===== src/rtl/mux2_arbiter_pkg.sv =====
// rtl/mux2_arbiter_pkg.sv - shared FSM encodings and default sizes for the two-requester burst arbiter
package mux2_arbiter_pkg;

    // FSM state encodings
    localparam logic [1:0] ST_IDLE   = 2'b00;
    localparam logic [1:0] ST_SERVE0 = 2'b01;
    localparam logic [1:0] ST_SERVE1 = 2'b10;

    // Default data path and burst-length widths
    localparam int DEF_WIDTH = 8;
    localparam int DEF_LEN_W = 4;

endpackage


===== src/rtl/mux2_arbiter_mux2_1.sv =====
// rtl/mux2_arbiter_mux2_1.sv - two-input data multiplexer used for burst data routing
module mux2_1
    import mux2_arbiter_pkg::*;
#(
    parameter int WIDTH = DEF_WIDTH
) (
    input  logic             sel_i,
    input  logic [WIDTH-1:0] in0_i,
    input  logic [WIDTH-1:0] in1_i,
    output logic [WIDTH-1:0] out_o
);

    // select-high routes in1, select-low routes in0
    always_comb begin
        out_o = sel_i ? in1_i : in0_i;
    end

endmodule


===== src/rtl/mux2_arbiter.sv =====
// rtl/mux2_arbiter.sv - round-robin burst arbiter between two requesters feeding one consumer
module mux2_arbiter
    import mux2_arbiter_pkg::*;
#(
    parameter int WIDTH = DEF_WIDTH,
    parameter int LEN_W = DEF_LEN_W
) (
    input  logic             clk_i,
    input  logic             rst_ni,
    input  logic             req0_i,
    input  logic [LEN_W-1:0] len0_i,
    input  logic [WIDTH-1:0] data0_i,
    input  logic             req1_i,
    input  logic [LEN_W-1:0] len1_i,
    input  logic [WIDTH-1:0] data1_i,
    output logic             gnt0_o,
    output logic             gnt1_o,
    output logic             sel_o,
    output logic [WIDTH-1:0] out_data_o,
    output logic             out_valid_o,
    input  logic             out_ready_i,
    output logic             busy_o
);

    logic [1:0]       state_q, state_d;
    logic [LEN_W-1:0] cnt_q, cnt_d;
    logic             gnt0_q, gnt0_d;
    logic             gnt1_q, gnt1_d;
    logic             sel_q, sel_d;
    logic             last_q, last_d;
    logic [LEN_W-1:0] eff_len0, eff_len1;
    logic             beat_acc;

    // A zero burst length still moves one beat
    always_comb begin
        eff_len0 = (len0_i == '0) ? LEN_W'(1) : len0_i;
        eff_len1 = (len1_i == '0) ? LEN_W'(1) : len1_i;
    end

    // Valid follows the registered state so reset drops it without a clock
    always_comb begin
        out_valid_o = (state_q != ST_IDLE);
        busy_o      = (state_q != ST_IDLE);
        beat_acc    = out_valid_o & out_ready_i;
        gnt0_o      = gnt0_q;
        gnt1_o      = gnt1_q;
        sel_o       = sel_q;
    end

    // Arbitration in IDLE, beat counting while serving
    always_comb begin
        state_d = state_q;
        cnt_d   = cnt_q;
        gnt0_d  = gnt0_q;
        gnt1_d  = gnt1_q;
        sel_d   = sel_q;
        last_d  = last_q;
        case (state_q)
            ST_IDLE: begin
                // On a tie, the requester not served last wins
                if (req0_i && (!req1_i || last_q)) begin
                    state_d = ST_SERVE0;
                    cnt_d   = eff_len0;
                    gnt0_d  = 1'b1;
                    sel_d   = 1'b0;
                end else if (req1_i) begin
                    state_d = ST_SERVE1;
                    cnt_d   = eff_len1;
                    gnt1_d  = 1'b1;
                    sel_d   = 1'b1;
                end
            end
            ST_SERVE0, ST_SERVE1: begin
                if (beat_acc) begin
                    if (cnt_q == LEN_W'(1)) begin
                        state_d = ST_IDLE;
                        cnt_d   = '0;
                        gnt0_d  = 1'b0;
                        gnt1_d  = 1'b0;
                        sel_d   = 1'b0;
                        last_d  = (state_q == ST_SERVE1);
                    end else begin
                        cnt_d = cnt_q - LEN_W'(1);
                    end
                end
            end
            default: begin
                state_d = ST_IDLE;
                cnt_d   = '0;
                gnt0_d  = 1'b0;
                gnt1_d  = 1'b0;
                sel_d   = 1'b0;
            end
        endcase
    end

    // State registers; reset leaves requester 0 as the first tie winner
    always_ff @(posedge clk_i or negedge rst_ni) begin
        if (!rst_ni) begin
            state_q <= ST_IDLE;
            cnt_q   <= '0;
            gnt0_q  <= 1'b0;
            gnt1_q  <= 1'b0;
            sel_q   <= 1'b0;
            last_q  <= 1'b1;
        end else begin
            state_q <= state_d;
            cnt_q   <= cnt_d;
            gnt0_q  <= gnt0_d;
            gnt1_q  <= gnt1_d;
            sel_q   <= sel_d;
            last_q  <= last_d;
        end
    end

    mux2_1 #(
        .WIDTH(WIDTH)
    ) u_mux (
        .sel_i(sel_q),
        .in0_i(data0_i),
        .in1_i(data1_i),
        .out_o(out_data_o)
    );

endmodule


===== config.mk =====
export PLATFORM = sky130hd
export DESIGN_NAME = mux2_arbiter
export DESIGN_NICKNAME = d
export VERILOG_FILES = /design/src/rtl/mux2_arbiter_pkg.sv /design/src/rtl/mux2_arbiter_mux2_1.sv /design/src/rtl/mux2_arbiter.sv
export SDC_FILE = /design/constraint.sdc
export NUM_CORES = 1
export LEC_CHECK = 0
export CAP_MARGIN = 20
export CELL_PAD_IN_SITES_DETAIL_PLACEMENT = 1
export CELL_PAD_IN_SITES_GLOBAL_PLACEMENT = 2
export CORE_ASPECT_RATIO = 1.4
export CORE_UTILIZATION = 23
export DETAILED_ROUTE_END_ITERATION = 7
export PLACE_DENSITY_LB_ADDON = 0.1
export SLEW_MARGIN = 25
export SYNTH_ARGS = -nofsm -noshare
export SYNTH_HDL_FRONTEND = slang
export SYNTH_SLANG_ARGS = --single-unit

===== constraint.sdc =====
create_clock -name clk_i -period 5 [get_ports clk_i]
set_input_delay 1 -clock clk_i [delete_from_list [all_inputs] [get_ports clk_i]]
set_output_delay 1 -clock clk_i [all_outputs]
set_load 0.02 [all_outputs]

==> metrics.txt <==
cell seen most often among critical-path stages sky130_fd_sc_hd__clkdlybuf4s50_1; Post-Syn Area 779 sq um; CP Launch Type primary input; Filler Cells Inserted 395; layout cell share with drive strength beyond 1 0.190; number of nets produced by synthesis 114; CTS Buffer Depth 2; slowest library cell on the worst path sky130_fd_sc_hd__clkdlybuf4s50_1; number of maximum-capacitance constraint violations 0; setup_tns 0 ns; number of buffers inserted during clock tree synthesis 3; total power divided by cell area 536 mW/mm^2; Die Span Y 70.9 um; flop and latch count out of synthesis 9; number of cells on the worst reg-to-reg path 5; post-DR vias/cell 4.96; path category of the worst min-delay check reg -> reg; launch point of the worst path data0_i[6]; Peak supply drop 242 uV; via count of the routed design 794; vias in the first global route 886; peak per-stage delay on the critical path 0.55 ns; number of warnings printed during yosys synthesis 0; count of hold buffers inserted by post-cts repair 0; overall track demand over capacity in global routing 0.147; cells along the critical path clkdlybuf4s50_1 -> mux2_2 -> clkdlybuf4s50_1; Finished Layout Cells 160; worst skew pair latency 0.24 ns; Setup Viol. Count Final 0; average footprint of a synthesized cell 9.74 sq um; portion of the post-synthesis area used by sequential elements 0.291; share of Yosys cell area claimed by the top area cell type 0.257; final hold viol count 0; number of nets with antenna violations after detailed routing 0; count of buffer and inverter cells on the critical path 2; Die Span X 51.2 um; gp weighted congestion 0.683; Total Routed Length 2320 um; worst setup path category in -> out; mean routed wirelength per cell 14.5 um; # Post-CTS Setup Buffers 0; measured slew at the worst slew-check pin 0.470 ns; sequential cell area in the final layout 226 sq um; Post-DP Area 0.00121 sq mm; router iterations before antenna repair 4; # rows 24; Gates resized, CTS repair 0; Leakage Power 0.517 nW; largest cells by area after synthesis sky130_fd_sc_hd__dfrtp_1 26%, sky130_fd_sc_hd__mux2_2 14%, sky130_fd_sc_hd__ha_1 8.0%, sky130_fd_sc_hd__a221oi_2 3.9%, sky130_fd_sc_hd__inv_1 3.9%; required arrival time at the worst endpoint 4.00 ns; worst hold stages 2; total power 0.000671 W; number of max-slew violations in the final report 0; synthesis-to-layout area growth 60.8%; starting density of the core 0.245; largest area contributor in the synthesized netlist sky130_fd_sc_hd__dfrtp_1; number of placed I/O pins 42; Period minus WS final 3.21 ns; worst setup slack for register-to-register paths 2.92 ns; synthesized netlist cell count 80; Final HPWL DP 1950 um; hold worst-path end gnt0_o; min-delay src gnt0_o; total number of clock tree sinks 9; origin of the critical flop-to-flop path sel_o; ANT cells 0; total die area 0.00363 sq mm; Slew HR 0.686; leftover overflow at the end of global routing 0; endpoint class of the critical path output pin; Top Family by Delay on Critical Path buffers and inverters; # DRC 0; core area 0.00318 sq mm; starting DRC count in detailed routing 21; run status finished clean; Final #Nets 156; Peak Freq 311 MHz; global-route wire length before repair 4040 um; multi-input logic area 493 sq um; placed cells 156; Worst-path clk slew 0.04 ns; TritonCTS clock tree built; Final period util 0.643; RSZ-0062 raised after global routing no; CP Data Arrival Time 2.21 ns; capturing point of the worst reg2reg path cnt_q[0]; initial antenna violation count 0; largest net degree at the start of global routing 14; final worst clock skew 0.0103 ns; H-tree depth 1; Distinct cells, synth 32; highest net fanout along the worst path 1; final std cell area, no fill 0.00125 sq mm; CTS Root Buffer Type sky130_fd_sc_hd__clkbuf_8; Port Buffer Count 41
registers in the layout, indices dropped and copies added, names as in the netlist:
name     count
gnt0_o       1
gnt1_o       1
sel_o        1
state_q      1
cnt_q        4
last_q       1
worst max path at each step:
stage / end / cells after the start / slack [ns]
finish: out_data_o[6] / 3 / 1.79
CTS: out_data_o[6] / 3 / 1.77
detailed placement: out_data_o[6] / 3 / 1.78
global route: out_data_o[3] / 3 / 1.75
global placement: out_data_o[3] / 3 / 1.81
floorplan: out_valid_o / 5 / 2.41
cells in the mapped netlist:
master and number:
sky130_fd_sc_hd__or2_2 1, sky130_fd_sc_hd__buf_6 1, sky130_fd_sc_hd__a22o_1 1, sky130_fd_sc_hd__and3_2 1, sky130_fd_sc_hd__ha_1 5, sky130_fd_sc_hd__a221oi_1 1, sky130_fd_sc_hd__a21oi_4 1, sky130_fd_sc_hd__nand4_1 1
sky130_fd_sc_hd__o32ai_1 1, sky130_fd_sc_hd__o31ai_1 3, sky130_fd_sc_hd__nand2b_4 2, sky130_fd_sc_hd__o2111a_1 1, sky130_fd_sc_hd__nor2_1 4, sky130_fd_sc_hd__nand2_1 6, sky130_fd_sc_hd__nand3_1 2, sky130_fd_sc_hd__clkbuf_1 1
sky130_fd_sc_hd__dfrtp_1 8, sky130_fd_sc_hd__o21ai_0 3, sky130_fd_sc_hd__a2111oi_0 1, sky130_fd_sc_hd__mux2_2 10, sky130_fd_sc_hd__a21oi_1 2, sky130_fd_sc_hd__nor3b_2 1, sky130_fd_sc_hd__and2b_2 1, sky130_fd_sc_hd__nand2b_1 1
sky130_fd_sc_hd__nor2b_1 2, sky130_fd_sc_hd__nor3_1 3, sky130_fd_sc_hd__buf_4 2, sky130_fd_sc_hd__a222oi_1 2, sky130_fd_sc_hd__dfstp_2 1, sky130_fd_sc_hd__a221oi_2 2, sky130_fd_sc_hd__a22oi_1 1, sky130_fd_sc_hd__inv_1 8
routing by layer:
layer | vias up | GRT usage | part of all wire | wire (um)
met1 | 389 | 0.178 | 0.40 | 919
met4 | 0 | 0.0370 | 0.0082 | 19
li1 | 380 | - | - | -
met2 | 23 | 0.266 | 0.56 | 1300
met3 | 2 | 0.0194 | 0.032 | 74
met5 | - | 0 | 0 | 0
where the power goes:
group,internal (W),switching [W]
registers,0.000107,0.0000379
clock network,0.0000559,0.0000323
logic,0.000213,0.000226
total,0.000376,0.000296
worst register-to-register path, cell delays in order, from the launching register on:
cell and delay, ns:
sky130_fd_sc_hd__dfrtp_1 0.61, sky130_fd_sc_hd__inv_1 0.09, sky130_fd_sc_hd__ha_1 0.47, sky130_fd_sc_hd__nor2b_1 0.46, sky130_fd_sc_hd__a221oi_1 0.17, sky130_fd_sc_hd__o31ai_1 0.21
placed cells by master (no fill, tap or decap), types with 2 or more instances in the layout:
cell type,n
sky130_fd_sc_hd__a21oi_1,2
sky130_fd_sc_hd__a221oi_2,2
sky130_fd_sc_hd__a222oi_1,2
sky130_fd_sc_hd__clkbuf_8,3
sky130_fd_sc_hd__clkdlybuf4s50_1,41
sky130_fd_sc_hd__dfrtp_1,8
sky130_fd_sc_hd__ha_1,5
sky130_fd_sc_hd__inv_1,8
sky130_fd_sc_hd__mux2_2,10
sky130_fd_sc_hd__nand2_1,6
sky130_fd_sc_hd__nand2b_4,2
sky130_fd_sc_hd__nand3_1,2
sky130_fd_sc_hd__nor2_1,4
sky130_fd_sc_hd__nor2b_1,2
sky130_fd_sc_hd__nor3_1,3
sky130_fd_sc_hd__o21ai_0,3
sky130_fd_sc_hd__o31ai_1,3
kinds of logic after synthesis:
logic type,after synthesis,synth area share
AO/OA/AOI/OAI,19,0.215
AND/OR/NAND/NOR,25,0.193
multiplexers,10,0.144
flip-flops,9,0.291
buffers and inverters,12,0.0770
adder cells (fa/ha/maj),5,0.0803
layout make-up:
class                           instances  share of cell area
Clock buffer                            4              0.0359
Inverter                                8              0.0240
Multi-Input combinational cell         59               0.393
Sequential cell                         9               0.181
Tap cell                               39              0.0389
Timing Repair Buffer                   41               0.327
metrics by stage:
step | utilization | hold slack, ns | setup WS [ns]
after detailed placement | 0.380 | 0.526 | 1.78
after global placement | 0.380 | 0.500 | 1.81
after floorplan | - | 0.469 | 2.41
after CTS | 0.394 | 0.542 | 1.77
final | 0.394 | 0.529 | 1.79
after global routing | 0.394 | 0.578 | 1.75
(Power assumes the default switching activity.)
